[config.mk]
export PLATFORM = sky130hd
export DESIGN_NAME = memory_access_unit
export DESIGN_NICKNAME = d
export VERILOG_FILES = /design/src/rtl/memory_access_unit.sv
export SDC_FILE = /design/constraint.sdc
export NUM_CORES = 1
export LEC_CHECK = 0
export CAP_MARGIN = 10
export CORE_MARGIN = 2
export CORE_UTILIZATION = 35
export CTS_CLUSTER_DIAMETER = 50
export CTS_CLUSTER_SIZE = 30
export DETAILED_ROUTE_END_ITERATION = 10
export HOLD_SLACK_MARGIN = 0.12
export PLACE_DENSITY_LB_ADDON = 0.12
export SYNTH_ARGS = -nofsm -noshare
export SYNTH_HDL_FRONTEND = slang
export SYNTH_SLANG_ARGS = --single-unit
[constraint.sdc]
create_clock -name clk -period 9.5 [get_ports clk]
set_input_delay 0.95 -clock clk [delete_from_list [all_inputs] [get_ports clk]]
set_output_delay 0.95 -clock clk [all_outputs]
set_load 0.05 [all_outputs]
[src/rtl/memory_access_unit.sv]
// memory_access_unit: registers execute-stage fields for write-back and runs one load/store over a req/ack handshake.
// Optional MEM_TIMEOUT_EN aborts an unacknowledged access after TIMEOUT_CYCLES cycles in WAIT.
module memory_access_unit #(
    parameter int TIMEOUT_CYCLES = 16
) (
    input  logic        clk,
    input  logic        reset,
    input  logic        in_valid,
    input  logic [31:0] pc,
    input  logic [31:0] instr,
    input  logic [31:0] aluResult,
    input  logic [31:0] op2,
    input  logic [3:0]  rd,
    input  logic [3:0]  ra,
    input  logic        isLd,
    input  logic        isSt,
    input  logic        isWb,
    input  logic        isCall,
    output logic        stall,
    output logic        mem_req,
    output logic        mem_we,
    output logic [31:0] mem_addr,
    output logic [31:0] mem_wdata,
    input  logic [31:0] mem_rdata,
    input  logic        mem_ack,
    output logic        out_valid,
    output logic [31:0] pc_o,
    output logic [31:0] instr_o,
    output logic [31:0] aluResult_o,
    output logic [31:0] ldResult,
    output logic [3:0]  rd_o,
    output logic [3:0]  ra_o,
    output logic        isLd_o,
    output logic        isWb_o,
    output logic        isCall_o,
    output logic        mem_err
);
    typedef enum logic {IDLE, WAIT} state_t;
    state_t      state_q, state_d;
    logic        mem_req_q, mem_req_d, mem_we_q, mem_we_d, out_valid_q, out_valid_d;
    logic [31:0] mem_addr_q, mem_addr_d, mem_wdata_q, mem_wdata_d;
    logic [31:0] pc_q, pc_d, instr_q, instr_d, alu_q, alu_d, ld_q, ld_d;
    logic [3:0]  rd_q, rd_d, ra_q, ra_d;
    logic        is_ld_q, is_ld_d, is_wb_q, is_wb_d, is_call_q, is_call_d;
`ifdef MEM_TIMEOUT_EN
    logic [7:0]  cnt_q, cnt_d;
    logic        err_q, err_d;
`endif
    always_comb begin
        state_d     = state_q;
        mem_req_d   = mem_req_q;
        mem_we_d    = mem_we_q;
        mem_addr_d  = mem_addr_q;
        mem_wdata_d = mem_wdata_q;
        out_valid_d = 1'b0;
        pc_d        = pc_q;
        instr_d     = instr_q;
        alu_d       = alu_q;
        ld_d        = ld_q;
        rd_d        = rd_q;
        ra_d        = ra_q;
        is_ld_d     = is_ld_q;
        is_wb_d     = is_wb_q;
        is_call_d   = is_call_q;
`ifdef MEM_TIMEOUT_EN
        cnt_d       = cnt_q;
        err_d       = 1'b0;
`endif
        if (state_q == IDLE && in_valid) begin
            pc_d      = pc;
            instr_d   = instr;
            alu_d     = aluResult;
            rd_d      = rd;
            ra_d      = ra;
            // a combined ld+st is handled as a store, so it must not look like a load downstream
            is_ld_d   = isLd & ~isSt;
            is_wb_d   = isWb;
            is_call_d = isCall;
            if (isLd || isSt) begin
                state_d     = WAIT;
                mem_req_d   = 1'b1;
                mem_we_d    = isSt;
                mem_addr_d  = aluResult;
                mem_wdata_d = op2;
`ifdef MEM_TIMEOUT_EN
                cnt_d       = 8'd0;
`endif
            end else begin
                ld_d        = 32'd0;
                out_valid_d = 1'b1;
            end
        end else if (state_q == WAIT && mem_req_q) begin
            if (mem_ack) begin
                state_d     = IDLE;
                mem_req_d   = 1'b0;
                ld_d        = mem_we_q ? 32'd0 : mem_rdata;
                out_valid_d = 1'b1;
            end
`ifdef MEM_TIMEOUT_EN
            else if (cnt_q == 8'(TIMEOUT_CYCLES - 1)) begin
                state_d     = IDLE;
                mem_req_d   = 1'b0;
                ld_d        = 32'hDEADBEEF;
                is_wb_d     = 1'b0;
                is_call_d   = 1'b0;
                out_valid_d = 1'b1;
                err_d       = 1'b1;
            end else begin
                cnt_d       = cnt_q + 8'd1;
            end
`endif
        end
    end
    always_ff @(posedge clk or posedge reset) begin
        if (reset) begin
            state_q     <= IDLE;
            mem_req_q   <= 1'b0;
            mem_we_q    <= 1'b0;
            mem_addr_q  <= 32'd0;
            mem_wdata_q <= 32'd0;
            out_valid_q <= 1'b0;
            pc_q        <= 32'd0;
            instr_q     <= 32'd0;
            alu_q       <= 32'd0;
            ld_q        <= 32'd0;
            rd_q        <= 4'd0;
            ra_q        <= 4'd0;
            is_ld_q     <= 1'b0;
            is_wb_q     <= 1'b0;
            is_call_q   <= 1'b0;
        end else begin
            state_q     <= state_d;
            mem_req_q   <= mem_req_d;
            mem_we_q    <= mem_we_d;
            mem_addr_q  <= mem_addr_d;
            mem_wdata_q <= mem_wdata_d;
            out_valid_q <= out_valid_d;
            pc_q        <= pc_d;
            instr_q     <= instr_d;
            alu_q       <= alu_d;
            ld_q        <= ld_d;
            rd_q        <= rd_d;
            ra_q        <= ra_d;
            is_ld_q     <= is_ld_d;
            is_wb_q     <= is_wb_d;
            is_call_q   <= is_call_d;
        end
    end
`ifdef MEM_TIMEOUT_EN
    always_ff @(posedge clk or posedge reset) begin
        if (reset) begin
            cnt_q <= 8'd0;
            err_q <= 1'b0;
        end else begin
            cnt_q <= cnt_d;
            err_q <= err_d;
        end
    end
    assign mem_err = err_q;
`else
    logic unused_cfg;
    assign unused_cfg = |TIMEOUT_CYCLES;
    assign mem_err    = 1'b0;
`endif
    assign stall       = (state_q == WAIT);
    assign mem_req     = mem_req_q;
    assign mem_we      = mem_we_q;
    assign mem_addr    = mem_addr_q;
    assign mem_wdata   = mem_wdata_q;
    assign out_valid   = out_valid_q;
    assign pc_o        = pc_q;
    assign instr_o     = instr_q;
    assign aluResult_o = alu_q;
    assign ldResult    = ld_q;
    assign rd_o        = rd_q;
    assign ra_o        = ra_q;
    assign isLd_o      = is_ld_q;
    assign isWb_o      = is_wb_q;
    assign isCall_o    = is_call_q;
endmodule

Yosys cells after proc, flatten, opt, wreduce, memory -nomap -nowiden
Index checks and enable logic that the tools add are counted.

operators by class
  equality and inequality tests = 2
  reduce and logical (&&, ||, !) cells = 7
  order comparisons = 0
  add/subtract/negate cells = 0
  divide/modulo/power cells = 0
  multiply operators = 0
  shifts and indexed selects = 0
  muxes and demuxes = 13
  bitwise gates (word level) = 3

operators with widths
  operator            count
  $mux 32             5
  $mux 1              8
  $reduce_and 3->1    2
  $reduce_bool 2->1   2
  $ne 2x1->1 const B  1
  $ne 2x2->1 const B  1
  $not 1->1           2
  $reduce_and 2->1    1
  $and 1x1->1         1
  $logic_and 1x1->1   1
  $logic_or 1x1->1    1

storage, ports and cells
  input bits = 176
  register bits after elaboration = 206
  word-level logic and storage cells = 39
  latch bits = 0
  memories = 0
  output and inout bits = 208
  RAM bits = 0
  memory bits (read-only) = 0

Logic depth before layout (Yosys ltp)
Gate-level depths: netlist of run 1.

  depth in word-level cells = 4
  depth in mapped cells = 6
  gate-level depth less buffers = 3

Worst setup path before layout of run 1
Ideal clock, no wire load.

  kind = input -> register
  start point = input in_valid
  end point = register mem_addr_q[0] (netlist: mem_addr[0])
  arrival time = 1.907 ns
  data required time = 9.373 ns
  path slack = 7.466 ns
  path buffers = 3
  setup time = 0.127 ns
  stages on the path = 6
  cell sequence = nand2b_1 -> buf_2 -> nor2_1 -> buf_4 -> buf_6 -> mux2_1

on the way
  cells in the longest elaborated chain, start to end = 2

ends and longest elaborated chain
  what                               line  RTL
  start: declaration                 8     input logic in_valid,
  $logic_and 1x1->1                  69    if (state_q == IDLE && in_valid) begin
  $reduce_and 2->1 (no source line)  --
  end signal: assignment             135   mem_addr_q <= mem_addr_d;
  end: declaration                   41    logic [31:0] mem_addr_q, mem_addr_d, mem_wdata_q, mem_wdata_d;

Every way passes these cells.
A chain may end at the register's enable or synchronous reset.

Final worst setup path of run 1
  start point = input in_valid
  end point = register ld_q[18] (netlist: ldResult[18])

on the way
  cells in the longest elaborated chain, start to end = 3
  elaborated cells on any way between the ends = 6
  classes of those cells = 1 x eq/ne; 1 x mux; 4 x reduce/logical

ends and longest elaborated chain
  what                                                              line  RTL
  $logic_and 1x1->1 *                                               69
  $ne 2x2->1 (no source line) or $reduce_bool 2->1 (tied branches)  --
  $reduce_and 3->1 (no source line)                                 --
  end signal: assignment                                            141   ld_q <= ld_d;
  end: declaration                                                  42    logic [31:0] pc_q, pc_d, instr_q, instr_d, alu_q, alu_d, ld_q, ld_d;

Every way passes the cells marked *; elsewhere a longest branch is shown, timed or not.

==> results.sh, run 1 <==
export IMPL_initial_core_util=0.354
export IMPL_cts_resized=0
export IMPL_hold_slack_ns=0.471
export IMPL_start_kind="primary input"
export IMPL_yosys_warnings=0
export IMPL_ys_seq_area_frac=0.674
export IMPL_row_count=54
export IMPL_synth_most_common_cell="nand2_1"
export IMPL_synth_ff_type="dfrtp_1"
export IMPL_grt_pass1_vias=5984
export IMPL_syn_inst=675
export IMPL_core_area_um2=21600
export IMPL_cts_clk_slew_worst_paths_ns=0.07
export IMPL_max_freq_mhz=328
export IMPL_place_inst=1304
export IMPL_finClkSkew_ns=0.0139
export IMPL_die_y_um=152
export IMPL_synth_top_area_cell="dfrtp_1"
export IMPL_end_kind="register"
export IMPL_cts_hold_buffers_added=0
export IMPL_final_util=0.574
export IMPL_syn_avg_cell_area_um2=11.3
export IMPL_async_flop_share=1.00
export IMPL_min_path_type="reg -> reg"
export IMPL_dieArea_um2=23000
export IMPL_grt_max_degree=142
export IMPL_layout_area_seq_um2=5150
export IMPL_setup_tns_ns=0
export IMPL_worstSkewPairLatency_ns=0.50
export IMPL_ant_nets=0
export IMPL_max_slew_worst_pin_slew_ns=1.03
export IMPL_powerDensity_nw_per_um2=274
export IMPL_cp_max_fo=39
export IMPL_slew_headroom=0.312
export IMPL_clock_sinks=206
export IMPL_drive_gt1_frac=0.0620
export IMPL_grt_pass1_wl_mm=33.6
export IMPL_period_share=0.321
export IMPL_ir_drop_mv=0.133
export IMPL_vias=6093
export IMPL_synth_area_leaders="dfrtp_1 (67%), nand2_1 (16%), mux2_1 (7.2%)"
export IMPL_hold_viol=0
export IMPL_ctsLongestPathBuffers=3
export IMPL_h_tree_depth=1
export IMPL_dp_hpwl_mm=15.8
export IMPL_place_gp_congestion=0.726
export IMPL_cts_tree="yes"
export IMPL_synth_top_area_share=0.674
export IMPL_wl_per_cell_um=17.0
export IMPL_crit_type="in -> reg"
export IMPL_ys_top_cells_by_count="nand2_1 (320), dfrtp_1 (206), mux2_1 (49), a22o_1 (33), mux2_2 (15)"
export IMPL_syn_area_um2=7640
export IMPL_ioPinCount=384
export IMPL_area_growth_syn_to_layout_pct=62.4
export IMPL_ys_types=19
export IMPL_drv_cap=0
export IMPL_dp_slack_ns=5.82
export IMPL_setup_ws_ns=6.45
export IMPL_multiInputGateArea_um2=2300
export IMPL_drt_iter0_markers=213
export IMPL_clockRootBuffer="clkbuf_16"
export IMPL_ys_seq_elements=206
export IMPL_status="finished clean"
export IMPL_nFillCells=1917
export IMPL_cts_inserted_buffers=22
export IMPL_rsz0062_at_grt="no"
export IMPL_grt_antenna_before_repair=1
export IMPL_vias_per_cell=4.53
export IMPL_finalSetupViolations=0
export IMPL_port_buffers=382
export IMPL_maxSlewViolCount=0
export IMPL_stdcell_count=1345
export IMPL_cp_data_required_time_ns=9.88
export IMPL_worst_ep_arrival_time_ns=3.43
export IMPL_wl_mm=22.9
export IMPL_final_nets=1224
export IMPL_synth_edf_count=0
export IMPL_synth_nets=851
export IMPL_period_minus_slack_ns=3.05
export IMPL_post_route_drc_count=0
export IMPL_p_leak_nw=5.71
export IMPL_grt_overflow_total=0
export IMPL_first_pass_iters=4
export IMPL_grt_usage=0.188
export IMPL_cts_setup_buffers=0
export IMPL_die_x_um=152
[power breakdown]
| part | switching [W] | leakage (nW) | total [W] | internal [W] |
|---|---|---|---|---|
| Sequential | 0.0000964 | 2.53 | 0.00116 | 0.00106 |
| Combinational | 0.000924 | 2.84 | 0.00140 | 0.000472 |
| Clock | 0.000379 | 0.345 | 0.000844 | 0.000465 |
| Total | 0.00140 | 5.71 | 0.00340 | 0.00200 |
[per-layer routing]
| layer | track usage | vias to the layer above | share of wire |
|---|---|---|---|
| met4 | 0.0532 | 0 | 0.025 |
| met2 | 0.307 | 266 | 0.46 |
| met1 | 0.228 | 2878 | 0.39 |
| met5 | 0 | - | 0 |
| li1 | - | 2913 | - |
| met3 | 0.0817 | 36 | 0.12 |
[critical path, stage by stage]
cell and delay (ns):
clkdlybuf4s50_1 0.54, nor2b_4 0.86, a22oi_2 0.46, buf_4 0.36, a22o_1 0.25
[metrics by stage]
stage	instance area, um^2	total power [W]
after floorplan	7640	0.00204
after global placement	11700	0.00257
after detailed placement	11700	0.00258
after CTS	12400	0.00344
after global routing	12400	0.00355
final	12400	0.00340
[final timing paths]
check | to | depth (start not counted) | start | slack, ns
hold / removal | pc_o[5] | 2 | pc_o[5] | 0.47
setup / recovery | ldResult[18] | 5 | in_valid | 6.45
hold reg to reg | pc_o[5] | 2 | pc_o[5] | 0.47
setup reg to reg | ldResult[18] | 4 | mem_req | 6.95
max in group asynchronous | ldResult[22] | 3 | reset | 6.88
min in group asynchronous | ldResult[4] | 2 | reset | 1.07
[final cells by class]
class / instances / area share
antenna: 1 / 0.000202
clock buffer: 25 / 0.0478
timing repair buffer: 388 / 0.312
inverter: 3 / 0.00151
clock inverter: 15 / 0.0102
multi-input combinational: 427 / 0.185
tap: 280 / 0.0282
sequential: 206 / 0.415
[cells by family (layout without fill, tap and decap cells)]
group / after synthesis / count (layout) / share of synthesized area
flip-flops: 206 / 206 / 0.674
other: 1 / 2 / 0.000491
multiplexers: 64 / 64 / 0.0943
buffers and inverters: 42 / 431 / 0.0282
AO/OA/AOI/OAI: 36 / 36 / 0.0411
AND/OR/NAND/NOR: 326 / 326 / 0.162
[cell usage in the layout (no fill, tap or decap), types with 2 or more instances in the layout]
master           instances
clkdlybuf4s50_1        382
clkbuf_16               23
clkinv_2                 2
inv_6                    4
a22o_1                  33
inv_8                    4
clkinvlp_4               4
dfrtp_1                206
inv_1                    2
mux2_1                  49
nand2_1                320
mux2_2                  15
clkinv_4                 2
buf_4                    6
[state kept, by name (all words and copies together) (netlist names), 4 cells and up]
signal	flops
mem_addr	32
ra_o	4
ldResult	32
aluResult_o	32
mem_wdata	32
rd_o	4
pc_o	32
instr_o	32
Power figures use the tool's default switching activity.
==> inputs of run 2 (changes only) <==
==> constraint.sdc (replaced) <==
create_clock -name clk -period 3.19 [get_ports clk]
set_input_delay 0.319 -clock clk [delete_from_list [all_inputs] [get_ports clk]]
set_output_delay 0.319 -clock clk [all_outputs]
set_load 0.05 [all_outputs]
==> run 2 against run 1 <==
Compared with the run above:
- design area increased by 2.5%
- wire length decreased by 1.9%
- first-iteration DRC count decreased by 14%
- die area unchanged
==> results.sh, run 2 (same netlist as run 1, synthesis figures left out) <==
export IMPL_vias=6073
export IMPL_grt_overflow_total=0
export IMPL_p_clk_frac=0.297
export IMPL_grt_usage=0.186
export IMPL_ioPinCount=384
export IMPL_seq_power_share=0.318
export IMPL_wl_mm=22.5
export IMPL_powerDensity_nw_per_um2=850
export IMPL_combPwrFrac=0.385
export IMPL_port_buffers=382
export IMPL_max_freq_mhz=435
export IMPL_slew_headroom=0.438
export IMPL_setup_ws_ns=0.890
export IMPL_drive_gt1_frac=0.0743
export IMPL_ctsLongestPathBuffers=3
export IMPL_final_common_cell="clkdlybuf4s50_1"
export IMPL_h_tree_depth=1
export IMPL_end_kind="primary output"
export IMPL_rsz0062_at_grt="no"
export IMPL_r2r_end="mem_wdata[27]"
export IMPL_diodes=0
export IMPL_cp_num_buf_inv=1
export IMPL_finalSetupViolations=0
export IMPL_min_path_type="in -> reg"
export IMPL_cts_inserted_buffers=28
export IMPL_period_share=0.721
export IMPL_p_leak_nw=5.88
export IMPL_stdcell_count=1357
export IMPL_cp_max_fo=7
export IMPL_dpl_instance_area_um2=11700
export IMPL_cts_resized=0
export IMPL_internal_power_w=0.00655
export IMPL_ir_drop_mv=0.454
export IMPL_cts_setup_buffers=0
export IMPL_ant_nets=0
export IMPL_path_depth=1
export IMPL_place_gp_congestion=0.757
export IMPL_grt_max_degree=142
export IMPL_cts_clk_slew_worst_paths_ns=0.07
export IMPL_dp_hpwl_mm=15.5
export IMPL_worst_ep_arrival_time_ns=1.98
export IMPL_first_pass_iters=6
export IMPL_start_kind="register"
export IMPL_final_cell_area_um2=12700
export IMPL_cp_data_required_time_ns=2.87
export IMPL_crit_chain="clkdlybuf4s50_1"
export IMPL_place_inst=1306
export IMPL_post_route_drc_count=0
export IMPL_crit_type="reg -> out"
export IMPL_dieArea_um2=23000
export IMPL_crit_path_start="mem_req"
export IMPL_period_minus_slack_ns=2.30
export IMPL_drt_iter0_markers=183
export IMPL_core_area_um2=21600
export IMPL_crit_path_top_delay_cell="clkdlybuf4s50_1"
export IMPL_area_growth_syn_to_layout_pct=66.5
export IMPL_finClkSkew_ns=0.0193
export IMPL_clockRootBuffer="clkbuf_16"
export IMPL_initial_core_util=0.354
export IMPL_final_cell_mix="clkdlybuf4s50_1 (382), nand2_1 (320), dfrtp_1 (206)"
export IMPL_worstSkewPairLatency_ns=0.52
export IMPL_r2r_cells=4
export IMPL_critPathTopFamily="buffers and inverters"
export IMPL_final_nets=1232
export IMPL_crit_path_max_incr_delay_ns=0.88
export IMPL_grt_pass1_vias=5982
export IMPL_r2r_slack_ns=1.17
export IMPL_max_slew_worst_pin_slew_ns=0.842
export IMPL_maxSlewViolCount=0
export IMPL_power_switching_w=0.00426
export IMPL_r2r_start="mem_req"
export IMPL_setup_tns_ns=0
export IMPL_endpoint="mem_req"
export IMPL_die_x_um=152
export IMPL_cts_tree="yes"
export IMPL_dp_slack_ns=0.880
export IMPL_drv_cap=0
export IMPL_status="finished clean"
export IMPL_grt_antenna_before_repair=0
export IMPL_row_count=54
export IMPL_wl_per_cell_um=16.6
export IMPL_swShare=0.394
export IMPL_hold_viol=0
export IMPL_vias_per_cell=4.48
export IMPL_grt_pass1_wl_mm=33.4
export IMPL_die_y_um=152
export IMPL_clock_sinks=206
export IMPL_cts_hold_buffers_added=0
==> run 2: worst register-to-register path, cell delays in order, from the launching register on <==
cell      delay (ns)
dfrtp_1         0.52
nand2b_4        0.39
nor2_4          0.21
buf_12          0.33
mux2_1          0.43
==> run 2: power by group through the flow <==
stage	sequential (W)	clock (W)	combinational (W)
4_1_cts	0.00345	0.00330	0.00421
3_3_place_gp	0.00348	0	0.00418
3_5_place_dp	0.00348	0	0.00420
5_1_grt	0.00352	0.00342	0.00436
6_report	0.00344	0.00321	0.00416
2_1_floorplan	0.00543	0	0.000636
==> run 2: worst min-delay path by stage <==
| stage | from | endpoint | slack, ns | depth (start not counted) |
|---|---|---|---|---|
| 3_5_place_dp | pc_o[12] | pc_o[12] | 0.46 | 2 |
| 6_report | pc[24] | pc_o[24] | 0.31 | 3 |
| 3_3_place_gp | instr_o[12] | instr_o[12] | 0.46 | 2 |
| 4_1_cts | pc[29] | pc_o[29] | 0.29 | 3 |
| 2_1_floorplan | aluResult[0] | aluResult_o[0] | 0.42 | 2 |
| 5_1_grt | pc[20] | pc_o[20] | 0.31 | 3 |
==> run 2: per-stage QoR <==
| step | util | total power, W | hold slack (ns) |
|---|---|---|---|
| floorplan | - | 0.00607 | 0.424 |
| global placement | 0.543 | 0.00765 | 0.456 |
| detailed placement | 0.543 | 0.00768 | 0.461 |
| CTS | 0.589 | 0.0110 | 0.290 |
| global route | 0.589 | 0.0113 | 0.312 |
| finish | 0.589 | 0.0108 | 0.307 |
==> run 2: metal layers <==
layer / vias up / global-route usage / wire, um
li1: 2929 / - / -
met1: 2860 / 0.229 / 9010
met2: 244 / 0.306 / 10700
met3: 40 / 0.0704 / 2300
met4: 0 / 0.0523 / 519
met5: - / 0 / 0
==> run 2: layout make-up <==
class                      count  area (um^2)
fill                        1882         8890
sequential                   206         5150
timing repair buffer         390         3920
multi-input combinational    427         2300
clock buffer                  34          795
tap                          280          350
clock inverter                17          191
inverter                       3         15.0
